### src/rtl/spi_dbg_master_ctrl.sv
// spi_dbg_master_ctrl: SPI master turning cmd/data requests into debug-port chip-select frames
module spi_dbg_master_ctrl #(
  parameter int CMD_W    = 8,
  parameter int DATA_W   = 8,
  parameter int DIV_FAST = 4,
  parameter int DIV_SLOW = 16,
  parameter int GAP_CYC  = 4,
  parameter bit CPOL     = 1'b0
) (
  input  logic              i_nano_clk,
  input  logic              i_nano_rst_n,
  input  logic              i_req_valid,
  output logic              o_req_ready,
  input  logic [CMD_W-1:0]  i_req_cmd,
  input  logic [DATA_W-1:0] i_req_wdata,
  input  logic              i_req_is_read,
  input  logic              i_req_slow,
  input  logic              i_abort,
  output logic              o_rsp_valid,
  output logic [DATA_W-1:0] o_rsp_data,
  output logic              o_done,
  output logic              o_busy,
  input  logic              i_dbg_spi_miso,
  output logic              o_dbg_spi_en_n,
  output logic              o_dbg_spi_mosi,
  output logic              o_dbg_spi_sclk
);
  localparam int N    = CMD_W + DATA_W;
  localparam int MAXD = DIV_SLOW > DIV_FAST ? DIV_SLOW : DIV_FAST;
  localparam int MAXC = MAXD > GAP_CYC ? MAXD : GAP_CYC;
  localparam int CW   = $clog2(MAXC + 1);
  localparam int BW   = $clog2(N + 1);
  // GAP exits one cycle early so ready is already high on the edge that ends the chip-enable gap
  localparam int GL   = GAP_CYC > 1 ? GAP_CYC - 2 : 0;

  typedef enum logic [2:0] {IDLE, SETUP, ACTIVE, HOLD, GAP} state_t;

  state_t            state_q, state_d;
  logic [CW-1:0]     cnt_q, cnt_d, div_q, div_d;
  logic [BW-1:0]     bit_q, bit_d;
  logic [N-1:0]      tx_q, tx_d;
  logic [DATA_W-1:0] rx_q, rx_d, rsp_data_q, rsp_data_d;
  logic              is_read_q, is_read_d, en_n_q, en_n_d, sclk_q, sclk_d, mosi_q, mosi_d;
  logic              ready_q, ready_d, busy_q, busy_d, done_q, done_d, rsp_valid_q, rsp_valid_d;
  logic              tick, last;

  assign tick = cnt_q == div_q;
  assign last = bit_q == BW'(N - 1);

  assign o_req_ready    = ready_q;
  assign o_rsp_valid    = rsp_valid_q;
  assign o_rsp_data     = rsp_data_q;
  assign o_done         = done_q;
  assign o_busy         = busy_q;
  assign o_dbg_spi_en_n = en_n_q;
  assign o_dbg_spi_mosi = mosi_q;
  assign o_dbg_spi_sclk = sclk_q;

  // Frame sequencer: phase counting, bit shifting, response and abort handling
  always_comb begin
    state_d     = state_q;
    cnt_d       = cnt_q + CW'(1);
    div_d       = div_q;
    bit_d       = bit_q;
    tx_d        = tx_q;
    rx_d        = rx_q;
    rsp_data_d  = rsp_data_q;
    is_read_d   = is_read_q;
    en_n_d      = en_n_q;
    sclk_d      = sclk_q;
    mosi_d      = mosi_q;
    ready_d     = ready_q;
    busy_d      = busy_q;
    done_d      = 1'b0;
    rsp_valid_d = 1'b0;
    case (state_q)
      IDLE: begin
        ready_d = 1'b1;
        cnt_d   = '0;
        if (i_req_valid && ready_q) begin
          state_d   = SETUP;
          div_d     = i_req_slow ? CW'(DIV_SLOW - 1) : CW'(DIV_FAST - 1);
          tx_d      = {i_req_cmd, i_req_is_read ? {DATA_W{1'b0}} : i_req_wdata} << 1;
          is_read_d = i_req_is_read;
          mosi_d    = i_req_cmd[CMD_W-1];
          bit_d     = '0;
          rx_d      = '0;
          en_n_d    = 1'b0;
          busy_d    = 1'b1;
          ready_d   = 1'b0;
        end
      end
      SETUP: if (tick) begin
        cnt_d   = '0;
        sclk_d  = !CPOL;
        state_d = ACTIVE;
      end
      ACTIVE: if (tick) begin
        cnt_d   = '0;
        sclk_d  = CPOL;
        rx_d    = DATA_W'({rx_q, i_dbg_spi_miso});
        state_d = HOLD;
      end
      HOLD: if (tick) begin
        cnt_d       = '0;
        state_d     = last ? (GAP_CYC > 1 ? GAP : IDLE) : SETUP;
        bit_d       = last ? bit_q : bit_q + BW'(1);
        mosi_d      = last ? 1'b0 : tx_q[N-1];
        tx_d        = tx_q << 1;
        en_n_d      = last;
        done_d      = last;
        rsp_valid_d = last && is_read_q;
        rsp_data_d  = last && is_read_q ? rx_q : rsp_data_q;
        ready_d     = last && GAP_CYC == 1;
        busy_d      = !(last && GAP_CYC == 1);
      end
      GAP: if (cnt_q == CW'(GL)) begin
        cnt_d   = '0;
        ready_d = 1'b1;
        busy_d  = 1'b0;
        state_d = IDLE;
      end
      default: state_d = IDLE;
    endcase
    if (i_abort && (state_q == SETUP || state_q == ACTIVE || state_q == HOLD)) begin
      state_d     = GAP_CYC > 1 ? GAP : IDLE;
      cnt_d       = '0;
      en_n_d      = 1'b1;
      sclk_d      = CPOL;
      mosi_d      = 1'b0;
      done_d      = 1'b0;
      rsp_valid_d = 1'b0;
      rsp_data_d  = rsp_data_q;
      ready_d     = GAP_CYC == 1;
      busy_d      = GAP_CYC > 1;
    end
  end

  // State and output registers, cleared asynchronously to the idle bus levels
  always_ff @(posedge i_nano_clk or negedge i_nano_rst_n) begin
    if (!i_nano_rst_n) begin
      state_q     <= IDLE;
      cnt_q       <= '0;
      div_q       <= '0;
      bit_q       <= '0;
      tx_q        <= '0;
      rx_q        <= '0;
      rsp_data_q  <= '0;
      is_read_q   <= 1'b0;
      en_n_q      <= 1'b1;
      sclk_q      <= CPOL;
      mosi_q      <= 1'b0;
      ready_q     <= 1'b0;
      busy_q      <= 1'b0;
      done_q      <= 1'b0;
      rsp_valid_q <= 1'b0;
    end else begin
      state_q     <= state_d;
      cnt_q       <= cnt_d;
      div_q       <= div_d;
      bit_q       <= bit_d;
      tx_q        <= tx_d;
      rx_q        <= rx_d;
      rsp_data_q  <= rsp_data_d;
      is_read_q   <= is_read_d;
      en_n_q      <= en_n_d;
      sclk_q      <= sclk_d;
      mosi_q      <= mosi_d;
      ready_q     <= ready_d;
      busy_q      <= busy_d;
      done_q      <= done_d;
      rsp_valid_q <= rsp_valid_d;
    end
  end
endmodule

### config.mk
export PLATFORM = sky130hd
export DESIGN_NAME = spi_dbg_master_ctrl
export DESIGN_NICKNAME = d
export VERILOG_FILES = /design/src/rtl/spi_dbg_master_ctrl.sv
export SDC_FILE = /design/constraint.sdc
export NUM_CORES = 1
export LEC_CHECK = 0
export CAP_MARGIN = 20
export CORE_ASPECT_RATIO = 1.2
export CORE_UTILIZATION = 40
export DETAILED_ROUTE_END_ITERATION = 12
export GPL_ROUTABILITY_DRIVEN = 1
export GPL_TIMING_DRIVEN = 0
export MAX_ROUTING_LAYER = met4
export PLACE_DENSITY = 0.73
export SYNTH_ARGS = -nofsm -noshare
export SYNTH_HDL_FRONTEND = slang
export SYNTH_SLANG_ARGS = --single-unit
### constraint.sdc
create_clock -name i_nano_clk -period 2.7 [get_ports i_nano_clk]
set_clock_uncertainty 0.15 [all_clocks]
set_input_delay 0.675 -clock i_nano_clk [delete_from_list [all_inputs] [get_ports i_nano_clk]]
set_output_delay 0.675 -clock i_nano_clk [all_outputs]
set_load 0.01 [all_outputs]
-- Word-level counts from Yosys, hierarchy flattened
Cells that the tools add are included.
- add/sub/neg operators: 2
- equal/unequal tests: 16
- muxes and demuxes: 51
- bitwise gates (word level): 1
- reductions and logical operators: 22
- operator list (operator ; number):
    16-bit two-way mux ; 2
    16-bit case mux with 2 select lines ; 1
    5-bit two-way mux ; 6
    8-bit two-way mux ; 3
    1-bit two-way mux ; 22
    3-bit two-way mux ; 7
    8-bit case mux with 2 select lines ; 1
    3-bit case mux with 5 select lines ; 1
    5-bit case mux with 3 select lines ; 1
    3-bit AND reduction ; 5
    4-bit AND reduction ; 3
    5-bit by 1-bit adder with 5-bit output (second input constant) ; 2
    5-bit case mux with 2 select lines ; 1
    3-bit by 2-bit != test with 1-bit output (second input constant) ; 3
    2-bit != test (second input constant) ; 4
    3-bit by 2-bit == test with 1-bit output (second input constant) ; 2
    3-bit != test (second input constant) ; 2
    1-bit case mux with 2 select lines ; 3
    1-bit case mux with 3 select lines ; 2
    3-bit nonzero test ; 2
    5-bit by 2-bit == test with 1-bit output (second input constant) ; 1
    5-bit by 4-bit == test with 1-bit output (second input constant) ; 1
    5-bit == test ; 1
    5-bit AND reduction ; 1
    other kinds (11) ; 15
- register bits: 58
- bits of input ports: 23
- output and inout bits: 15
- word-level logic and storage cells: 107

-- Logic depth before layout (Yosys ltp)
Gate-level depths: netlist (run 1).
- word-level depth: 6
- mapped depth: 7

-- Worst setup path after synthesis (run 1)
OpenSTA, ideal clock, no wires.
- path kind: register to register
- from: reg cnt_q[1]
- to: reg rsp_data_q[0], in the netlist o_rsp_data[0]
- setup time: 0.125 ns
- data arrival time: 1.987 ns
- required time: 2.425 ns
- setup slack: 0.438 ns
- cell stages (with the launch flop): 6
- path buffers: 1
- clock period less this slack: 2.262 ns
- path through: dfrtp_1 > or4_4 > a22oi_1 > and4_1 > buf_2 > mux2_2
- cells in the longest elaborated chain, start to end: 2
- ends and longest elaborated chain (what ; RTL line ; source):
    from (decl) ; 39 ; logic [CW-1:0] cnt_q, cnt_d, div_q, div_d;
    from (signal assigned) ; 159 ; cnt_q <= cnt_d;
    5-bit == test ; 47 ; assign tick = cnt_q == div_q;
    4-bit AND reduction (no line) ; n/a ;
    to (signal assigned) ; 164 ; rsp_data_q <= rsp_data_d;
    to (decl) ; 42 ; logic [DATA_W-1:0] rx_q, rx_d, rsp_data_q, rsp_data_d;
No other way between the ends.
A chain may end at the register's enable or synchronous reset.

-- Final worst setup path (run 1)
- from: reg cnt_q[1]
- to: reg rsp_data_q[4], in the netlist o_rsp_data[4]
Same word-level chain as after synthesis.

==> results of run 1 <==
[power by group]
part / total [mW] / internal (mW) / switching (mW)
Clock: 0.486 / 0.212 / 0.275
Sequential: 1.10 / 0.988 / 0.114
Combinational: 0.668 / 0.301 / 0.367
[final cells by class]
type | instances | area, sq um
Buffer | 16 | 70.1
Multi-Input combinational cell | 168 | 1110
Timing Repair Buffer | 37 | 375
Clock inverter | 2 | 16.3
Tap cell | 85 | 106
Sequential cell | 54 | 1350
Clock buffer | 6 | 82.6
Fill cell | 622 | 3200
Inverter | 25 | 93.8
[cell families after synthesis]
kind of cell	count (synthesis)	synth area share [%]
xor+xnor	3	1.00
simple gates	70	13.7
mux	21	8.52
fa+ha+maj	4	1.90
buf+inv	41	6.23
flops	54	51.5
compound gates	70	17.2
[cells in the mapped netlist, drive strengths merged (2+ instances only)]
library cell,count
ha,4
nand2,11
xor2,2
o21ai,15
a31oi,6
nor2,15
nor3,17
o211ai,8
a22o,2
inv,24
a21o,4
a21oi,20
and3,5
a221oi,2
nand2b,2
or4,3
or3,2
o31ai,2
buf,4
mux2i,10
mux2,11
nand3b,2
dfrtp,53
nand3,8
clkbuf,12
[how the worst max path moves through the flow]
stage / startpoint / slack [ns] / cells after the start / endpoint
floorplan: cnt_q[1] / 0.44 / 5 / o_rsp_data[0]
global placement: i_nano_rst_n / -0.83 / 1 / o_rsp_valid
detailed placement: i_req_valid / 0.08 / 6 / tx_q[12]
CTS: cnt_q[1] / 0.17 / 5 / o_rsp_data[0]
global route: cnt_q[1] / 0.05 / 5 / o_rsp_data[0]
finish: cnt_q[1] / 0.19 / 5 / o_rsp_data[4]
[critical path: stages, from the launching register on]
cell	delay [ns]
dfrtp_1	0.44
or4_4	0.57
a22oi_1	0.43
and4_1	0.25
buf_2	0.22
mux2_2	0.35
[registers in the layout, indices dropped and copies added, names as in the netlist]
name / cells
o_dbg_spi_sclk: 1
is_read_q: 1
tx_q: 15
o_dbg_spi_mosi: 1
o_dbg_spi_en_n: 1
o_done: 1
o_rsp_valid: 1
div_q: 2
o_req_ready: 1
o_busy: 1
o_rsp_data: 8
state_q: 3
bit_q: 5
rx_q: 8
cnt_q: 5
[per-layer routing]
| metal | GRT usage, % | wire (microns) |
|---|---|---|
| met5 | - | 0 |
| met4 | 6.89 | 107 |
| met3 | 3.43 | 144 |
| met2 | 28.0 | 2720 |
| met1 | 19.5 | 2380 |
==> out/results.tsv, run 1 <==
stage	metric	value	unit
floorplan	Core Area	6410	sq um
timing	final critical-path required period	2.51	ns
global_routing	Total GRT Usage	16.7	%
floorplan	FP Rows	32	
critical_path	worst reg2reg path startpoint	cnt_q[1]	
power	post-route total power	2.26	mW
timing	f_max	398	MHz
critical_path	Worst setup SP type	register	
job	max cap viols	0	
finish	antenna cells	0	
power	power per cell area	703	nW/um^2
clocking	Clock transition at path regs	0.10	ns
synth	Avg Cell Area, Syn	10.0	sq um
clocking	cts repair resizes	0	
floorplan	Initial Utilization	41.0	%
synth	number of synthesized flops with an enable pin	0	
critical_path	critical path capture point type	register	
worst_hold_path	worst min-delay path category	in2async	
route	DRC viols	0	
timing	Rel. slew slack	59.1	%
floorplan	die area	6900	sq um
timing	Tcrit/Tclk final	93.0	%
synth	Cells after Synth	263	
clocking	CTS buffer count	5	
synth	Netlist cell types	49	
timing	final worst slack	0.188	ns
place	port bufs	36	
route	wire per inst	13.6	microns
clocking	worst-skew pair later-pin latency	0.31	ns
finish	fin area	3210	sq um
finish	most common cell after layout, fill and taps aside	dfrtp_1	
power	Peak VDD IR	0.277	mV
place	placed insts	385	
place	Post-DP HPWL	3840	microns
synth	asr flop ratio synth	100	%
timing	Pins Over Slew Limit	0	
critical_path	R2R depth	5	
finish	Finished Layout Cells	393	
clocking	CTS root buf	clkbuf_8	
global_routing	vias in the first global route	1985	
synth	area leader, netlist	dfrtp_1	
synth	Syn Std Cell Area	2630	sq um
timing	Fin. Hold Viols	0	
floorplan	die width	76.0	microns
route	Final ANT Viol Nets	0	
synth	sequential share of the synthesized area	51.5	%
finish	area added between synthesis and finish	22.1	%
critical_path	CP Class	reg2reg	
critical_path	worst r2r dst	o_rsp_data[4]	
critical_path	WP data arrival	2.57	ns
finish	Final Core Density	50.1	%
critical_path	FF-to-FF setup slack	0.19	ns
clocking	CTS tree	yes	
clocking	number of H-tree levels	2	
timing	Slew @ Worst Pin	0.605	ns
finish	share of layout cells above drive strength 1	8.77	%
synth	Synth area leaders	dfrtp_1 (50%), mux2_2 (4.7%), a21oi_1 (3.8%)	
route	Vias	2100	
route	initial DRC count	130	
global_routing	global-route wire length before repair	8990	microns
route	drt total wl	5350	microns
global_routing	grt total ovfl	0	
place	Post-Place Cell Area	3110	sq um
synth	Synth warnings	0	
power	Leak Pwr	1.42	nW
floorplan	I/O pins	38	
timing	worst hold margin	0.112	ns
synth	Main synth FF type	dfrtp_1	
outcome	outcome	completed	
place	Place WS	0.0782	ns
global_routing	initial antenna violation count	0	
clocking	setup repair bufs after CTS	0	
timing	setup violators final	0	
synth	top-area cell type share of the netlist area	50.5	%
clocking	clk sinks	54	
finish	most frequent cells in the layout	dfrtp_1 (53), clkdlybuf4s50_1 (35), inv_1 (24), a21oi_1 (20), nor3_1 (17)	
route	drt first pass iters	4	
critical_path	Crit Path Max Fanout	9	
synth	Mapped Nets	290	
critical_path	Data required, critical path	2.76	ns
finish	Layout Nets	334	
clocking	CTS max path bufs	2	
clocking	Post-CTS Hold Buffers	0	
floorplan	die height	90.8	microns
timing	setup TNS	0	ns
synth	#FFs+latches synth	54	
global_routing	largest net degree at the start of global routing	41	
route	number of vias per cell	5.34	
place	RePlAce Congestion	0.858	
timing	RSZ-0062 raised after global routing	false	
Power figures use the tool's default switching activity.
==> inputs of run 2 (changes only) <==
--- a/config.mk
+++ b/config.mk
@@ -13,6 +13,7 @@
 export GPL_TIMING_DRIVEN = 0
 export MAX_ROUTING_LAYER = met4
 export PLACE_DENSITY = 0.73
+export SLEW_MARGIN = 20
 export SYNTH_ARGS = -nofsm -noshare
 export SYNTH_HDL_FRONTEND = slang
 export SYNTH_SLANG_ARGS = --single-unit
==> run 2 against run 1 <==
Critical endpoint unchanged. Routed wire length decreased by 0.88%. Core utilization about the same. Critical path type unchanged. Cell area is essentially flat. Largest power group unchanged.
==> out/results.tsv, run 2 (synthesis results as in run 1) <==
stage	metric	value	unit	change
outcome	outcome	completed		unchanged
route	Final ANT Viol Nets	0		unchanged
critical_path	Worst setup SP type	register		unchanged
route	initial DRC count	129		was 130
clocking	CTS root buf	clkbuf_8		unchanged
clocking	Clock transition at path regs	0.10	ns	about the same
timing	worst hold margin	0.233	ns	was 0.112 ns
global_routing	global-route wire length before repair	9030	microns	was 8990 microns
timing	Tcrit/Tclk final	92.3	%	was 93.0%
critical_path	worst r2r dst	o_rsp_data[4]		unchanged
floorplan	FP Rows	32		unchanged
power	Peak VDD IR	0.359	mV	was 0.277 mV
floorplan	Initial Utilization	41.0	%	unchanged
critical_path	worst reg2reg path startpoint	cnt_q[1]		unchanged
timing	f_max	401	MHz	was 398 MHz
floorplan	Core Area	6410	sq um	unchanged
place	Place WS	0.0797	ns	was 0.0782 ns
finish	Final Core Density	50.1	%	about the same
critical_path	critical path capture point type	register		unchanged
floorplan	I/O pins	38		unchanged
route	drt total wl	5310	microns	was 5350 microns
finish	antenna cells	0		unchanged
clocking	worst-skew pair later-pin latency	0.32	ns	was 0.31 ns
place	RePlAce Congestion	0.858		unchanged
critical_path	Crit Path Max Fanout	9		unchanged
clocking	number of H-tree levels	2		unchanged
power	Leak Pwr	1.42	nW	about the same
finish	Fillers	633		was 622
critical_path	WP data arrival	2.56	ns	was 2.57 ns
critical_path	CP Class	reg2reg		unchanged
critical_path	FF-to-FF setup slack	0.21	ns	was 0.19 ns
clocking	clk sinks	54		unchanged
route	drt first pass iters	4		unchanged
timing	setup violators final	0		unchanged
power	power per cell area	725	nW/um^2	was 703 nW/um^2
timing	final worst slack	0.208	ns	was 0.188 ns
timing	final critical-path required period	2.49	ns	was 2.51 ns
place	Post-DP HPWL	3740	microns	was 3840 microns
floorplan	die height	90.8	microns	unchanged
finish	register name with the most flops	tx_q		unchanged
timing	Fin. Hold Viols	0		unchanged
clocking	Post-CTS Hold Buffers	0		unchanged
clocking	cts repair resizes	0		unchanged
finish	most common cell after layout, fill and taps aside	dfrtp_1		unchanged
timing	Slew @ Worst Pin	0.666	ns	was 0.605 ns
clocking	CTS buffer count	5		unchanged
finish	most frequent cells in the layout	dfrtp_1 (53), clkdlybuf4s50_1 (35), inv_1 (24), a21oi_1 (20), nor3_1 (17)		unchanged
timing	Rel. slew slack	55.6	%	was 59.1%
job	max cap viols	0		unchanged
finish	number of flip-flops in the largest register	15		unchanged
timing	Pins Over Slew Limit	0		unchanged
critical_path	R2R depth	5		unchanged
route	wire per inst	13.5	microns	was 13.6 microns
finish	Layout Nets	333		was 334
timing	RSZ-0062 raised after global routing	false		unchanged
route	Vias	2065		was 2,100
global_routing	largest net degree at the start of global routing	55		was 41
finish	share of layout cells above drive strength 1	8.47	%	was 8.77%
global_routing	initial antenna violation count	0		unchanged
finish	area added between synthesis and finish	22.1	%	about the same
clocking	CTS max path bufs	2		unchanged
critical_path	Data required, critical path	2.76	ns	about the same
global_routing	grt total ovfl	0		unchanged
place	port bufs	36		unchanged
worst_hold_path	worst min-delay path category	in2async		unchanged
global_routing	vias in the first global route	2015		was 1,985
floorplan	die area	6900	sq um	unchanged
global_routing	Total GRT Usage	16.9	%	was 16.7%
clocking	setup repair bufs after CTS	0		unchanged
route	number of vias per cell	5.27		was 5.34
route	DRC viols	0		unchanged
clocking	CTS tree	yes		unchanged
floorplan	die width	76.0	microns	unchanged
==> run 2: how the worst max path moves through the flow <==
stage                 start             to  slack (ns)  cells past startpoint
2_1_floorplan      cnt_q[1]  o_rsp_data[0]        0.44                      5
3_3_place_gp   i_nano_rst_n    o_rsp_valid       -0.83                      1
3_5_place_dp    i_req_valid       tx_q[12]        0.08                      6
4_1_cts            cnt_q[1]  o_rsp_data[4]        0.18                      5
5_1_grt            cnt_q[0]  o_rsp_data[1]        0.04                      5
6_report           cnt_q[1]  o_rsp_data[4]        0.21                      5
==> run 2: report_power, final <==
group,total [mW],switching (mW),internal (mW)
Combinational,0.660,0.362,0.298
Sequential,1.10,0.115,0.988
Clock,0.565,0.283,0.283
Total,2.33,0.760,1.57
==> run 2: layout make-up <==
cell class | count | area, sq um | share of cell area, %
buffer | 16 | 70.1 | 2.18
clock buffer | 5 | 68.8 | 2.14
clock inverter | 3 | 48.8 | 1.52
inverter | 25 | 93.8 | 2.92
multi-input combinational | 168 | 1110 | 34.6
sequential | 54 | 1350 | 42.1
tap | 85 | 106 | 3.31
timing repair buffer | 36 | 358 | 11.1
==> run 2: critical path, stage by stage, from the launching register on <==
cell,delay [ns]
dfrtp_1,0.44
or4_4,0.57
a22oi_1,0.42
and4_1,0.25
buf_2,0.22
mux2_2,0.35
==> run 2: stage by stage <==
stage	power [mW]	TNS (ns)	instance area, sq um	instances
2_1_floorplan	1.54	0	2630	263
3_3_place_gp	1.75	-44.23	3100	384
3_5_place_dp	1.79	0	3090	384
4_1_cts	2.36	0	3210	392
5_1_grt	2.48	0	3210	392
6_report	2.33	0	3210	392
==> run 2: routing by layer <==
| metal | vias up | wire length (microns) | global-route usage (%) |
|---|---|---|---|
| li1 | 1020 | - | - |
| met1 | 1004 | 2380 | 19.5 |
| met2 | 34 | 2680 | 28.2 |
| met3 | 7 | 155 | 3.43 |
| met4 | 0 | 94 | 8.17 |
| met5 | - | 0 | - |
